**src/rtl/sm_pkg.sv**
```systemverilog
// Shared definitions for the 4-phase sequencer and its monitor:
// phase encoding and the monitor's state encoding.
package sm_pkg;

    localparam logic [1:0] PH_A = 2'b00;
    localparam logic [1:0] PH_B = 2'b01;
    localparam logic [1:0] PH_C = 2'b10;
    localparam logic [1:0] PH_D = 2'b11;

    typedef enum logic [1:0] {
        HUNT   = 2'b00,
        TRACK  = 2'b01,
        LOCKED = 2'b10,
        ERROR  = 2'b11
    } mon_state_t;

endpackage

```
**src/rtl/sm_phase_model.sv**
```systemverilog
// Expected-phase register mirroring the sequencer: load, hold or step by one,
// flagging when the model sits in phase D (where the sequencer drives z=1).
module sm_phase_model
    import sm_pkg::*;
(
    input  logic       clk,
    input  logic       rst_n,
    input  logic       load,
    input  logic [1:0] load_val,
    input  logic       inc,
    output logic [1:0] ph,
    output logic       exp_z,
    output logic       at_d
);

    always_ff @(posedge clk or negedge rst_n) begin
        if (!rst_n)
            ph <= PH_A;
        else if (load)
            ph <= load_val;
        else if (inc)
            ph <= ph + 2'd1;
    end

    assign at_d  = (ph == PH_D);
    assign exp_z = at_d;

endmodule

```
**src/rtl/sm_monitor.sv**
```systemverilog
// Observer for the enable-stepped 4-phase sequencer: finds phase D from the
// first z pulse, tracks the phase, locks after clean wraps and flags mismatches.
module sm_monitor
    import sm_pkg::*;
#(
    parameter int LOCK_WRAPS = 2,
    parameter int CNT_W      = 8
) (
    input  logic             clk,
    input  logic             rst_n,
    input  logic             en,
    input  logic             z,
    input  logic             clr,
    output logic             locked,
    output logic             err,
    output logic [1:0]       phase,
    output logic [CNT_W-1:0] wrap_cnt,
    output logic [CNT_W-1:0] err_cnt
);

    localparam int                GOOD_W   = $clog2(LOCK_WRAPS + 1);
    localparam logic [GOOD_W-1:0] LOCK_VAL = GOOD_W'(LOCK_WRAPS);

    mon_state_t        state, state_nxt;
    logic [GOOD_W-1:0] good;
    logic [GOOD_W-1:0] good_inc;
    logic              ph_load;
    logic [1:0]        ph_load_val;
    logic              ph_inc;
    logic [1:0]        ph;
    logic              exp_z;
    logic              at_d;
    logic              mis;
    logic              wrap;

    sm_phase_model u_phase (
        .clk      (clk),
        .rst_n    (rst_n),
        .load     (ph_load),
        .load_val (ph_load_val),
        .inc      (ph_inc),
        .ph       (ph),
        .exp_z    (exp_z),
        .at_d     (at_d)
    );

    assign mis      = (z != exp_z);
    assign wrap     = at_d && en && !mis;
    assign good_inc = good + GOOD_W'(1);

    always_ff @(posedge clk or negedge rst_n) begin
        if (!rst_n)
            state <= HUNT;
        else
            state <= state_nxt;
    end

    // A z pulse seen in HUNT is phase D; if en was high the sequencer has
    // already stepped on to A, otherwise it is still sitting in D.
    always_comb begin
        state_nxt   = state;
        ph_load     = 1'b0;
        ph_load_val = PH_A;
        ph_inc      = 1'b0;
        if (clr) begin
            ph_load   = 1'b1;
            state_nxt = HUNT;
        end else begin
            case (state)
                HUNT: begin
                    ph_load = 1'b1;
                    if (z) begin
                        ph_load_val = en ? PH_A : PH_D;
                        state_nxt   = TRACK;
                    end
                end
                TRACK: begin
                    if (mis) begin
                        ph_load   = 1'b1;
                        state_nxt = HUNT;
                    end else begin
                        ph_inc = en;
                        if (wrap && good_inc == LOCK_VAL)
                            state_nxt = LOCKED;
                    end
                end
                LOCKED: begin
                    if (mis)
                        state_nxt = ERROR;
                    else
                        ph_inc = en;
                end
                default: ;
            endcase
        end
    end

    always_comb begin
        locked = (state == LOCKED);
        err    = (state == ERROR);
        phase  = (state == HUNT) ? PH_A : ph;
    end

    always_ff @(posedge clk or negedge rst_n) begin
        if (!rst_n)
            good <= '0;
        else if (clr || state == HUNT || (state == TRACK && mis))
            good <= '0;
        else if (state == TRACK && wrap && good != LOCK_VAL)
            good <= good_inc;
    end

    // Both counters saturate at all-ones rather than rolling over.
    always_ff @(posedge clk or negedge rst_n) begin
        if (!rst_n) begin
            wrap_cnt <= '0;
            err_cnt  <= '0;
        end else if (clr) begin
            wrap_cnt <= '0;
            err_cnt  <= '0;
        end else begin
            if ((state == TRACK || state == LOCKED) && wrap && wrap_cnt != '1)
                wrap_cnt <= wrap_cnt + CNT_W'(1);
            if (state == LOCKED && mis && err_cnt != '1)
                err_cnt <= err_cnt + CNT_W'(1);
        end
    end

endmodule
```
**config.mk**
```make
export PLATFORM = sky130hd
export DESIGN_NAME = sm_monitor
export DESIGN_NICKNAME = d
export VERILOG_FILES = /design/src/rtl/sm_pkg.sv /design/src/rtl/sm_phase_model.sv /design/src/rtl/sm_monitor.sv
export SDC_FILE = /design/constraint.sdc
export NUM_CORES = 1
export LEC_CHECK = 0
export ABC_AREA = 1
export CAP_MARGIN = 20
export CORE_MARGIN = 2
export CORE_UTILIZATION = 53
export CTS_CLUSTER_SIZE = 10
export DETAILED_ROUTE_END_ITERATION = 6
export PLACE_DENSITY = 0.76
export SYNTH_ARGS = -nofsm -noshare
export SYNTH_HDL_FRONTEND = slang
export SYNTH_HIERARCHICAL = 1
export SYNTH_SLANG_ARGS = --single-unit
```
**constraint.sdc**
```tcl
create_clock -name clk -period 2.7 [get_ports clk]
set_input_delay 0.54 -clock clk [delete_from_list [all_inputs] [get_ports clk]]
set_output_delay 0.54 -clock clk [all_outputs]
set_load 0.02 [all_outputs]
```
==> metrics.yaml <==
relSlewSlack_pct: 55.92
core.rowCount: 19
drtIter0Drc: 79
diodes: 0
setup_tns_ns: 0
start_util_pct: 55.76
synth-async-reset-ratio_pct: 100.0
synth_cell_type_count: 27
finClkSkew_ns: 0.005054
min_period_ns: 2.322
clock_sinks: 22
clk_latency_ns: 0.31
synthFlopType: "dfrtp_1"
critical_path_class: "flip-flop to output port"
arrival_ns: 1.78
portBuffers: 24
die-height_um: 57.87
wire_per_inst_um: 12.54
place.gp.congestion: 0.8525
grt_pass1_wl_um: 6099
hold_class: "flip-flop to flip-flop"
ys_warn_count: 6
nets: 254
ant_nets: 0
area_delta_synth_final_pct: 19.45
seq_area_um2: 550.5
syn_area_um2: 1538
fillers: 249
postCtsSetupBuffers: 0
holdPathStages: 2
synth_edf_count: 0
tritoncts: "yes"
clkTransAtPathRegs_ns: 0.12
via_per_inst: 5.456
syn_inst: 213
worstMarginPinSlew_ns: 0.6543
ys_seq_area_share_pct: 35.80
drive_gt1_share_pct: 10.04
grt_pass1_vias: 1481
crit_slowest_cell: "clkdlybuf4s50_1"
routed_wl_um: 3386
p_leak_nw: 0.8725
core_um2: 2758
run_status: "finished, final reports clean"
io_pins: 25
dpl.hpwl_um: 2614
drv_slew: 0
drc_errors: 0
hold_viol: 0
numCtsBuffers: 3
ctsHoldBuffers: 0
required_ns: 2.16
worstPathCellList: "inv_1 > ha_1 > nor2_1 > clkdlybuf4s50_1"
cp_num_cells: 4
synthTopCellsByArea: "dfrtp_1, nand2_1, nand3_1"
die_w_um: 57.87
clockBufferDepth: 2
antenna_found_initial: 0
critPathBufInv: 2
power_density_nw_per_um2: 413.3
crit_family: "buffers and inverters"
overflow: 0
endpoint_kind: "output port"
cp_slowest_stage_delay_ns: 0.60
ctsHtreeMaxLevel: 1
avgSynthCellArea_um2: 7.219
multi_input_area_um2: 850.8
syn-num-nets: 227
cts_resized: 0
worst_setup_path_start_kind: "flip-flop"
cap_violations: 0
vias: 1473
root_buffer: "clkbuf_4"
worst-path-max-fanout: 4
fmax_mhz: 430.7
drtPass1Iterations: 4
setup_violations: 0
rsz0062_at_grt: "no"
netlist.area_leader.share_pct: 35.80
grt_max_degree: 23
rr_worst_depth: 9
fin_crit_sh_pct: 86.00
track_usage_pct: 23.19
total_power_mw: 0.7591
yosysTopAreaCell: "dfrtp_1"
ys_ff_latch: 22
die_area_um2: 3348
ir_worst_vdd_mv: 0.4201
## path summary, 6_finish.rpt
path	slack, ns	end	from
min in group asynchronous	0.56	wrap_cnt[4]	rst_n
worst max register to register	0.69	u_phase/ph[0]	u_phase/ph[0]
worst min-delay path	0.53	u_phase/ph[1]	u_phase/ph[1]
worst max-delay path	0.38	phase[0]	state[0]
max in group asynchronous	1.91	state[1]	rst_n
worst min register to register	0.53	u_phase/ph[1]	u_phase/ph[1]
## cells in the mapped netlist (2+ instances only)
cell and instances:
inv_2 2, nand2_2 6, xnor2_1 2, dfrtp_1 22, o21ai_2 3, o21ai_0 4, inv_1 24, xor2_1 2
nor3_1 2, ha_1 9, nor2_1 22, nand2_1 60, buf_6 2, nand3_1 31, nor2_4 3, nand4_1 8
## stage by stage
step	util [%]	instances	cell area, um2	hold WS, ns	worst slack, ns
3_3_place_gp	65.29	266	1800	0.4983	0.5350
3_5_place_dp	65.29	266	1800	0.5050	0.3774
4_1_cts	66.61	270	1837	0.5351	0.3504
6_report	66.61	270	1837	0.5305	0.3781
5_1_grt	66.61	270	1837	0.5821	0.3102
2_1_floorplan	-	213	1538	0.2444	0.9486
## state kept, by name (all words and copies together) (netlist names)
name,flops
wrap_cnt,8
good,2
state,2
err_cnt,8
u_phase/ph,2
## logic make-up after synthesis
logic type	after synthesis	share of synthesized area, %
AOI/OAI and AO/OA	11	4.638
xor gates and xnor gates	4	2.279
adders and majority gates	9	7.323
buffers and inverters	31	8.869
DFF	22	35.80
and+or+nand+nor	136	41.09
## per-layer routing
metal  vias up  global-route usage (%)  wire [um]
met5         -                       0          0
met4         0                   9.967         59
met1       699                   28.53       1480
met3         7                   2.232         91
li1        737                       -          -
met2        30                   41.23       1754
## area by class of cell
type / instances / area share [%]
Sequential cell: 22 / 29.97
Multi-Input combinational cell: 160 / 46.32
Tap cell: 31 / 2.112
Timing Repair Buffer: 27 / 14.31
Inverter: 26 / 5.313
Clock buffer: 4 / 1.975
## where the power goes
part	total (mW)	switching [mW]	internal (mW)
Combinational	0.212	0.140	0.0720
Sequential	0.361	0.0170	0.344
Clock	0.186	0.104	0.0824
Total	0.759	0.260	0.499
## cell usage in the layout (no fill, tap or decap), drive strengths merged
cell type | netlist | final
o21bai | 1 | 1
clkbuf | 0 | 4
nor3 | 2 | 2
nor2 | 26 | 26
nand2 | 66 | 66
xnor2 | 2 | 2
nand4 | 8 | 8
a21oi | 1 | 1
xor2 | 2 | 2
nand3 | 32 | 32
inv | 26 | 26
o21ai | 8 | 8
a21o | 1 | 1
ha | 9 | 9
buf | 5 | 3
nand3b | 1 | 1
dfrtp | 22 | 22
clkdlybuf4s50 | 0 | 24
or2 | 1 | 1
## worst reg2reg max path: cells and delay by family, from the launching register on
kind	cells	cell delay (ns)
AND/OR/NAND/NOR	6	0.61
adder cells (fa/ha/maj)	1	0.26
AO/OA/AOI/OAI	1	0.53
flip-flops	1	0.44
buffers and inverters	1	0.08
Power figures use the tool's default switching activity.
